`config.mk`:
```
export PLATFORM = sky130hd
export DESIGN_NAME = zxuno_textbank
export DESIGN_NICKNAME = d
export VERILOG_FILES = /design/src/rtl/zxuno_textbank.sv
export SDC_FILE = /design/constraint.sdc
export NUM_CORES = 1
export LEC_CHECK = 0
export CAP_MARGIN = 20
export CORE_MARGIN = 2
export CORE_UTILIZATION = 57
export CTS_BUF_LIST = sky130_fd_sc_hd__clkbuf_8
export DETAILED_ROUTE_END_ITERATION = 7
export PLACE_DENSITY = 0.87
export SETUP_SLACK_MARGIN = 0.2
export SKIP_LAST_GASP = 1
export SYNTH_ARGS = -nofsm -noshare
export SYNTH_HDL_FRONTEND = slang
export SYNTH_SLANG_ARGS = --single-unit
```
`constraint.sdc`:
```
create_clock -name clk -period 3.91 [get_ports clk]
set_input_delay 0.391 -clock clk [delete_from_list [all_inputs] [get_ports clk]]
set_output_delay 0.391 -clock clk [all_outputs]
set_load 0.005 [all_outputs]
```
`src/rtl/zxuno_textbank.sv`:
```
// zxuno_textbank: bank of NSTR read-only text registers on the ZXUNO register
// port. Each string sits at its own register address. Successive reads of that
// address return its bytes one per access, using a per-string index. An access
// ends on the first cycle after oe falls; only then does the index advance.
// A register write seeks the index. A write to the address port rewinds it.
module zxuno_textbank #(
  parameter int                    NSTR     = 2,
  parameter int                    LEN      = 16,
  parameter logic [7:0]            BASEADDR = 8'hFE,
  parameter logic [NSTR*LEN*8-1:0] STRINGS  = {"ZXUNO-CORE-ID...", "MEGA65-PORT....."},
  parameter bit                    WRAP     = 1'b1
) (
  input  logic       clk,
  input  logic       rst_n,
  input  logic [7:0] zxuno_addr,
  input  logic       zxuno_regrd,
  input  logic       zxuno_regwr,
  input  logic [7:0] zxuno_din,
  input  logic       regaddr_changed,
  output logic [7:0] dout,
  output logic       oe
);

  localparam int IW = (LEN > 1) ? $clog2(LEN) : 1;

  logic [7:0]    sel;
  logic          hit;

  logic [IW-1:0] idx_q [NSTR];
  logic [IW-1:0] idx_d [NSTR];
  logic [NSTR-1:0] done_q, done_d;
  logic          reading_q, reading_d;
  logic [3:0]    rd_sel_q, rd_sel_d;
  logic [7:0]    dout_q, dout_d;

  // The seek data is only IW bits wide; the remaining din bits are don't-care.
  logic          din_unused;
  assign din_unused = ^zxuno_din;

  // Address decode. The unsigned 8-bit subtraction folds "below base" into
  // "too large", so one compare covers both sides of the window.
  assign sel = zxuno_addr - BASEADDR;
  assign hit = (sel < 8'(NSTR));
  assign oe  = hit & zxuno_regrd;
  assign dout = dout_q;

  // Next-state: read tracking, then advance, then seek, then rewind.
  // Later assignments override earlier ones, which gives the event priority.
  always_comb begin
    idx_d     = idx_q;
    done_d    = done_q;
    reading_d = reading_q;
    rd_sel_d  = rd_sel_q;

    if (oe) begin
      reading_d = 1'b1;
      rd_sel_d  = sel[3:0];
    end else if (reading_q) begin
      reading_d = 1'b0;
      for (int k = 0; k < NSTR; k++) begin
        if (rd_sel_q == 4'(k)) begin
          if (WRAP) begin
            idx_d[k] = idx_q[k] + IW'(1);
          end else if (!done_q[k]) begin
            if (idx_q[k] == IW'(LEN - 1)) begin
              done_d[k] = 1'b1;
            end else begin
              idx_d[k] = idx_q[k] + IW'(1);
            end
          end
        end
      end
    end

    for (int k = 0; k < NSTR; k++) begin
      if (hit && (sel == 8'(k))) begin
        if (zxuno_regwr) begin
          idx_d[k]  = zxuno_din[IW-1:0];
          done_d[k] = 1'b0;
        end
        if (regaddr_changed) begin
          idx_d[k]  = '0;
          done_d[k] = 1'b0;
          reading_d = 1'b0;
        end
      end
    end
  end

  // Read data: byte idx of the selected string, or zero when unselected or exhausted.
  always_comb begin
    dout_d = 8'h00;
    for (int k = 0; k < NSTR; k++) begin
      if (hit && (sel == 8'(k)) && !done_q[k]) begin
        dout_d = STRINGS[((NSTR - 1 - k) * LEN + (LEN - 1 - int'(idx_q[k]))) * 8 +: 8];
      end
    end
  end

  // State registers with synchronous active-low reset.
  always_ff @(posedge clk) begin
    if (!rst_n) begin
      for (int k = 0; k < NSTR; k++) begin
        idx_q[k] <= '0;
      end
      done_q    <= '0;
      reading_q <= 1'b0;
      rd_sel_q  <= 4'h0;
      dout_q    <= 8'h00;
    end else begin
      for (int k = 0; k < NSTR; k++) begin
        idx_q[k] <= idx_d[k];
      end
      done_q    <= done_d;
      reading_q <= reading_d;
      rd_sel_q  <= rd_sel_d;
      dout_q    <= dout_d;
    end
  end

endmodule

```
==> results of run 1 <==
cell usage after synthesis, drive strengths merged (4+ instances only):
master and n:
o21ai 11, inv 12, a21oi 5, a211oi 5
o22ai 8, clkbuf 4, nor2 9, dfxtp 20
mux2i 5, nor2b 5, o21a 4, nand3 4
nand2 10, ha 16, and3 5
through the flow:
step / total power, mW / util / std cells
3_5_place_dp: 0.258 / 0.695 / 208
3_3_place_gp: 0.256 / 0.695 / 208
4_1_cts: 0.411 / 0.718 / 212
2_1_floorplan: 0.235 / - / 161
5_1_grt: 0.428 / 0.718 / 212
6_report: 0.409 / 0.718 / 212
flip-flops by register name (all words and copies together), names as in the netlist:
name,count
reading_q,1
dout,7
idx_q,8
rd_sel_q,4
kinds of logic after synthesis:
kind of cell / synth area share
flip-flops: 0.273
multiplexers: 0.0494
buffers and inverters: 0.0571
AND/OR/NAND/NOR: 0.231
XOR/XNOR: 0.0358
AO/OA/AOI/OAI: 0.215
adder cells (fa/ha/maj): 0.136
other: 0.00256
metal layers:
metal | vias to the layer above | share of wire | track usage | wire length, um
li1 | 611 | - | - | -
met3 | 6 | 0.039 | 0.0519 | 119
met2 | 41 | 0.54 | 0.427 | 1630
met5 | - | 0 | 0 | 0
met4 | 0 | 0.017 | 0.0750 | 51
met1 | 557 | 0.41 | 0.271 | 1240
area by class of cell:
class / instances / share of cell area
Tap cell: 30 / 0.0213
Sequential cell: 20 / 0.227
Clock buffer: 4 / 0.0312
Inverter: 12 / 0.0256
Timing Repair Buffer: 24 / 0.136
Multi-Input combinational cell: 122 / 0.558
worst max-delay path, delay by kind of cell:
kind / cells / cell delay, ns
fa+ha+maj: 1 / 0.26
simple gates: 1 / 0.16
compound gates: 1 / 0.30
buf+inv: 3 / 1.02
xor+xnor: 1 / 0.18
power by group through the flow:
stage	Combinational, mW	Sequential [mW]	Clock, mW
2_1_floorplan	0.0263	0.209	0
6_report	0.0499	0.204	0.155
3_3_place_gp	0.0473	0.209	0
3_5_place_dp	0.0493	0.209	0
5_1_grt	0.0537	0.204	0.169
4_1_cts	0.0499	0.204	0.157
worst paths after layout:
| kind | start | end | slack [ns] |
|---|---|---|---|
| max | zxuno_addr[1] | oe | 1.20 |
| min | rd_sel_q[1] | rd_sel_q[1] | 0.50 |
| max reg2reg | idx_q[5] | dout[1] | 2.15 |
| min reg2reg | rd_sel_q[1] | rd_sel_q[1] | 0.50 |
placed cells by master, fill, tap and decap left out, types with 6 or more instances in the layout:
cell type / n
clkdlybuf4s50_1: 24
dfxtp_1: 20
ha_1: 16
inv_1: 12
nand2_1: 9
nor2_1: 9
o22ai_1: 8
o21ai_0: 6
==> summary.md, run 1 <==
| Metric | Value |
|---|---|
| Status | `completed` |
| Pleak | `0.698 nW` |
| First-pass GRT wire length | `4.99 mm` |
| Drt pass-1 iters | `4` |
| Synth cell types | `48` |
| CP cell instances | `clkdlybuf4s50_1 -> ha_1 -> xor2_1 -> o21ai_4 -> nand3_4 -> inv_1 -> clkdlybuf4s50_1` |
| Post-detailed-route DRC marker count | `0` |
| Largest area contributor in the netlist | `dfxtp_1` |
| Post-CTS Setup Inserts | `0` |
| Setup tns final | `0 ns` |
| Worst path max stage delay | `0.49 ns` |
| GR Overflow Total | `0` |
| Top post-synthesis cells by area | `dfxtp_1 (27%), ha_1 (14%), mux2i_1 (3.4%)` |
| Nets | `220` |
| RSZ-0062 raised after global routing | `no` |
| Count of final setup violators | `0` |
| R2R depth | `5` |
| DIE HEIGHT | `54.7 um` |
| Initial Util | `0.598` |
| Worst Setup Slack, final | `1.20 ns` |
| Pint | `319 uW` |
| CTS tree | `built` |
| Clock sink total | `20` |
| CP Capture Type | `primary output` |
| Clock Root Buffer | `clkbuf_8` |
| Sw frac | `0.220` |
| Fill cell count | `194` |
| Placeable Area | `0.00245 mm2` |
| Total number of vias | `1,215` |
| Wirelength, routed | `3.03 mm` |
| Post-DP HPWL | `2.38 mm` |
| Row cnt | `18` |
| Die area | `0.00300 mm2` |
| Largest net degree at the start of global routing | `16` |
| Critical Path Fanout Max | `8` |
| Worst clock skew | `0.00354 ns` |
| Port Buffers | `24` |
| Arrival @ worst endpoint | `2.32 ns` |
| Combinational power share | `0.122` |
| Multi-input logic area | `983 um2` |
| Final hold violations | `0` |
| Area Growth Syn to Fin | `20.0%` |
| Asr flop ratio synth | `0` |
| Post-Syn Area per Cell | `9.12 um2` |
| Worst hold path type | `flip-flop to flip-flop` |
| Clock-pin transition on the worst setup and hold timing paths | `0.07 ns` |
| DRT iter0 DRCs | `35` |
| DR vias/cell | `5.73` |
| Slowest CP cell | `clkdlybuf4s50_1` |
| Htree depth | `1` |
| Crit-path most repeated cell | `clkdlybuf4s50_1` |
| Register area share after synthesis | `0.273` |
| Die X | `54.7 um` |
| Power Density | `232 mW/mm2` |
| Vias in the first global route | `1,110` |
| Sequential Power Share | `0.500` |
| NetSw | `90.0 uW` |
| Syn Nets | `198` |
| Critical path type | `input port to primary output` |
| WHS | `0.499 ns` |
| Number of max-cap violations | `0` |
| TritonCTS Buffers | `3` |
| Maximum VDD drop | `329 uV` |
| CTS resizes | `0` |
| Final period util | `0.692` |
| Synth Flop Type | `dfxtp_1` |
| Clock power frac | `0.378` |
| Antenna viol nets, final | `0` |
| Maximum clock frequency | `0.369 GHz` |
| Top-area cell type share of the netlist area | `0.273` |
| Maximum clock path buffer count | `2` |
| Synthesis Warnings | `0` |
| Nature of the critical path startpoint | `input port` |
| Final slew viol count | `0` |
| Crit path time final | `2.71 ns` |
| Yosys reg bits | `20` |
| Setup slack at placement | `1.21 ns` |
| IO Pins | `30` |
| Final GP Congestion | `0.815` |
| Share of cells above drive strength 1 | `0.0989` |
| Mapped Cells | `161` |
| Initial antenna violation count | `0` |
| Post-CTS Hold Buffers | `0` |
| FF+latch area | `400 um2` |
| Total GRT Usage | `0.236` |
| Cell area after synthesis | `0.00147 mm2` |
| Hold depth | `1` |
| Post-DR wirelength/cell | `14.3 um` |
| Final Cell Area | `0.00176 mm2` |
| DP Area | `0.00171 mm2` |
| Antenna Diode Count | `0` |
| Clock latency on the worst-skew pair | `0.25 ns` |
| Critical Path RT | `3.52 ns` |
| EDFF count, synth | `0` |
Note: power is estimated with default switching activity, not from simulation.
==> run 2, diff against run 1 <==
--- a/config.mk
+++ b/config.mk
@@ -7,10 +7,10 @@
 export LEC_CHECK = 0
 export CAP_MARGIN = 20
 export CORE_MARGIN = 2
-export CORE_UTILIZATION = 57
+export CORE_UTILIZATION = 53
 export CTS_BUF_LIST = sky130_fd_sc_hd__clkbuf_8
 export DETAILED_ROUTE_END_ITERATION = 7
-export PLACE_DENSITY = 0.87
+export PLACE_DENSITY = 0.82
 export SETUP_SLACK_MARGIN = 0.2
 export SKIP_LAST_GASP = 1
 export SYNTH_ARGS = -nofsm -noshare
==> constraint.sdc (replaced) <==
create_clock -name clk -period 2.5 [get_ports clk]
set_input_delay 0.25 -clock clk [delete_from_list [all_inputs] [get_ports clk]]
set_output_delay 0.25 -clock clk [all_outputs]
set_load 0.005 [all_outputs]
==> run 2 against run 1 <==
Compared with the run above: sequential power rose by 57%; routed wire length increased by 3.7%; utilization is 3.6 points lower; via count is 3.1% higher; cell area grew 4.0%; flip-flop and latch count unchanged; first-iteration DRC count up 2.9%; final cell count rose by 2.4%; non-clock buffer count is 4 higher; die area up 7.0%; largest cell class unchanged; largest power group is now clock.
==> summary.md, run 2 (synthesis results as in run 1) <==
| Metric | Value |
|---|---|
| Status | `completed` |
| Nets | `224 (+1.8%)` |
| Area Growth Syn to Fin | `24.8%` |
| IO Pins | `30 (unchanged)` |
| TritonCTS Buffers | `3 (unchanged)` |
| Clock-pin transition on the worst setup and hold timing paths | `0.08 ns (about the same)` |
| Row cnt | `19 (+1)` |
| Maximum VDD drop | `524 uV (+59%)` |
| Port Buffers | `24 (unchanged)` |
| Post-DR wirelength/cell | `14.5 um (+1.3%)` |
| Sw frac | `0.211 (-0.00911)` |
| First-pass GRT wire length | `5.03 mm (+0.84%)` |
| DRT iter0 DRCs | `36 (+2.9%)` |
| Clock latency on the worst-skew pair | `0.26 ns (about the same)` |
| Critical path type | `input port to primary output` |
| Post-DP HPWL | `2.33 mm (-2.0%)` |
| Worst hold path type | `flip-flop to flip-flop` |
| Final GP Congestion | `0.803 (-1.4%)` |
| Power Density | `400 mW/mm2 (+73%)` |
| Final hold violations | `0 (unchanged)` |
| Die area | `0.00321 mm2 (+7.0%)` |
| Max reg flops | `8 (unchanged)` |
| Critical Path RT | `2.25 ns (-1.27 ns)` |
| Total number of vias | `1,253 (+3.1%)` |
| Count of final setup violators | `0 (unchanged)` |
| Nature of the critical path startpoint | `input port` |
| Post-CTS Hold Buffers | `0 (unchanged)` |
| Combinational power share | `0.118 (-0.004)` |
| Crit path time final | `2.21 ns` |
| WHS | `0.500 ns (+0.00151 ns)` |
| Largest net degree at the start of global routing | `16 (unchanged)` |
| DR vias/cell | `5.77 (+0.75%)` |
| Drt pass-1 iters | `5 (+1)` |
| Clock sink total | `20 (unchanged)` |
| Setup tns final | `0 ns (unchanged)` |
| Initial antenna violation count | `0 (unchanged)` |
| Commonest non-fill, non-tap cell in the layout | `clkdlybuf4s50_1` |
| Sequential Power Share | `0.436 (-0.064)` |
| Htree depth | `1 (unchanged)` |
| Fill cell count | `204 (+5.2%)` |
| Total power | `734 uW (+79%)` |
| Final period util | `0.883` |
| CP Capture Type | `primary output` |
| CTS tree | `built` |
| DIE HEIGHT | `56.6 um (+3.4%)` |
| Most flops, register | `idx_q` |
| Antenna Diode Count | `0 (unchanged)` |
| Share of cells above drive strength 1 | `0.124 (+0.0248)` |
| Antenna viol nets, final | `0 (unchanged)` |
| Maximum clock frequency | `0.453 GHz` |
| Initial Util | `0.546 (-0.0515)` |
| Total GRT Usage | `0.199 (-0.0369)` |
| Critical Path Fanout Max | `3 (-5)` |
| Maximum clock path buffer count | `2 (unchanged)` |
| R2R depth | `5 (unchanged)` |
| Worst clock skew | `0.00460 ns (+0.00106 ns)` |
| Arrival @ worst endpoint | `1.96 ns (-0.36 ns)` |
| Most frequent cells in the layout | `clkdlybuf4s50_1 (24), dfxtp_1 (20), ha_1 (15)` |
| Final slew viol count | `0 (unchanged)` |
| Clock Root Buffer | `clkbuf_8` |
| Vias in the first global route | `1,185 (+6.8%)` |
| Wirelength, routed | `3.14 mm (+3.7%)` |
| Clock power frac | `0.446 (+0.068)` |
| Pleak | `0.724 nW (+3.8%)` |
| Post-detailed-route DRC marker count | `0 (unchanged)` |
| NetSw | `155 uW (+72%)` |
| Die X | `56.6 um (+3.4%)` |
| Placeable Area | `0.00269 mm2 (+9.4%)` |
| GR Overflow Total | `0 (unchanged)` |
| Hold depth | `1 (unchanged)` |
| RSZ-0062 raised after global routing | `no` |
| Number of max-cap violations | `0 (unchanged)` |
| Pint | `579 uW (+81%)` |
[run 2: timing repair]
item | in CTS | in global routing
setup buffers | 1 | 1
gates resized for setup | 0 | 3
pin swaps | 2 | 1
setup endpoints to repair | 1 | 1
[run 2: through the flow]
stage	instance area [um2]	setup WS, ns	std cells	util
after global placement	1720	0.177	211	0.641
after detailed placement	1720	0.159	211	0.641
after CTS	1800	0.203	216	0.671
after global routing	1830	0.208	217	0.682
after floorplan	1470	0.928	161	-
final	1830	0.291	217	0.682
[run 2: area by class of cell]
class | count | area (um2) | share of cell area
clock buffer | 3 | 41.3 | 0.0225
timing repair buffer | 28 | 270 | 0.148
sequential | 20 | 400 | 0.219
inverter | 12 | 45.0 | 0.0246
tap | 31 | 38.8 | 0.0212
clock inverter | 1 | 30.0 | 0.0164
multi-input combinational | 122 | 1010 | 0.549
[run 2: worst paths after layout]
check                                    from           to  slack, ns
worst max-delay path            zxuno_addr[2]           oe       0.29
worst min-delay path              rd_sel_q[1]  rd_sel_q[1]       0.50
worst max register to register       idx_q[5]      dout[1]       0.70
worst min register to register    rd_sel_q[1]  rd_sel_q[1]       0.50
[run 2: power by group through the flow]
| stage | Sequential [mW] | Clock (mW) | Combinational (mW) |
|---|---|---|---|
| after detailed placement | 0.327 | 0 | 0.0771 |
| after global routing | 0.320 | 0.345 | 0.0927 |
| after global placement | 0.327 | 0 | 0.0750 |
| after floorplan | 0.327 | 0 | 0.0412 |
| after CTS | 0.320 | 0.331 | 0.0801 |
| final | 0.320 | 0.327 | 0.0867 |
[run 2: critical path, stage by stage]
cell and delay, ns:
clkdlybuf4s50_1 0.49, ha_4 0.20, xor2_1 0.17, o21ai_4 0.21, nand3_4 0.09, inv_1 0.06
clkdlybuf4s50_1 0.49
[run 2: layer usage]
layer  share of wire  GRT usage
met5               0          0
met4           0.034     0.0850
met3           0.045     0.0415
met2            0.52      0.369
met1            0.41      0.215
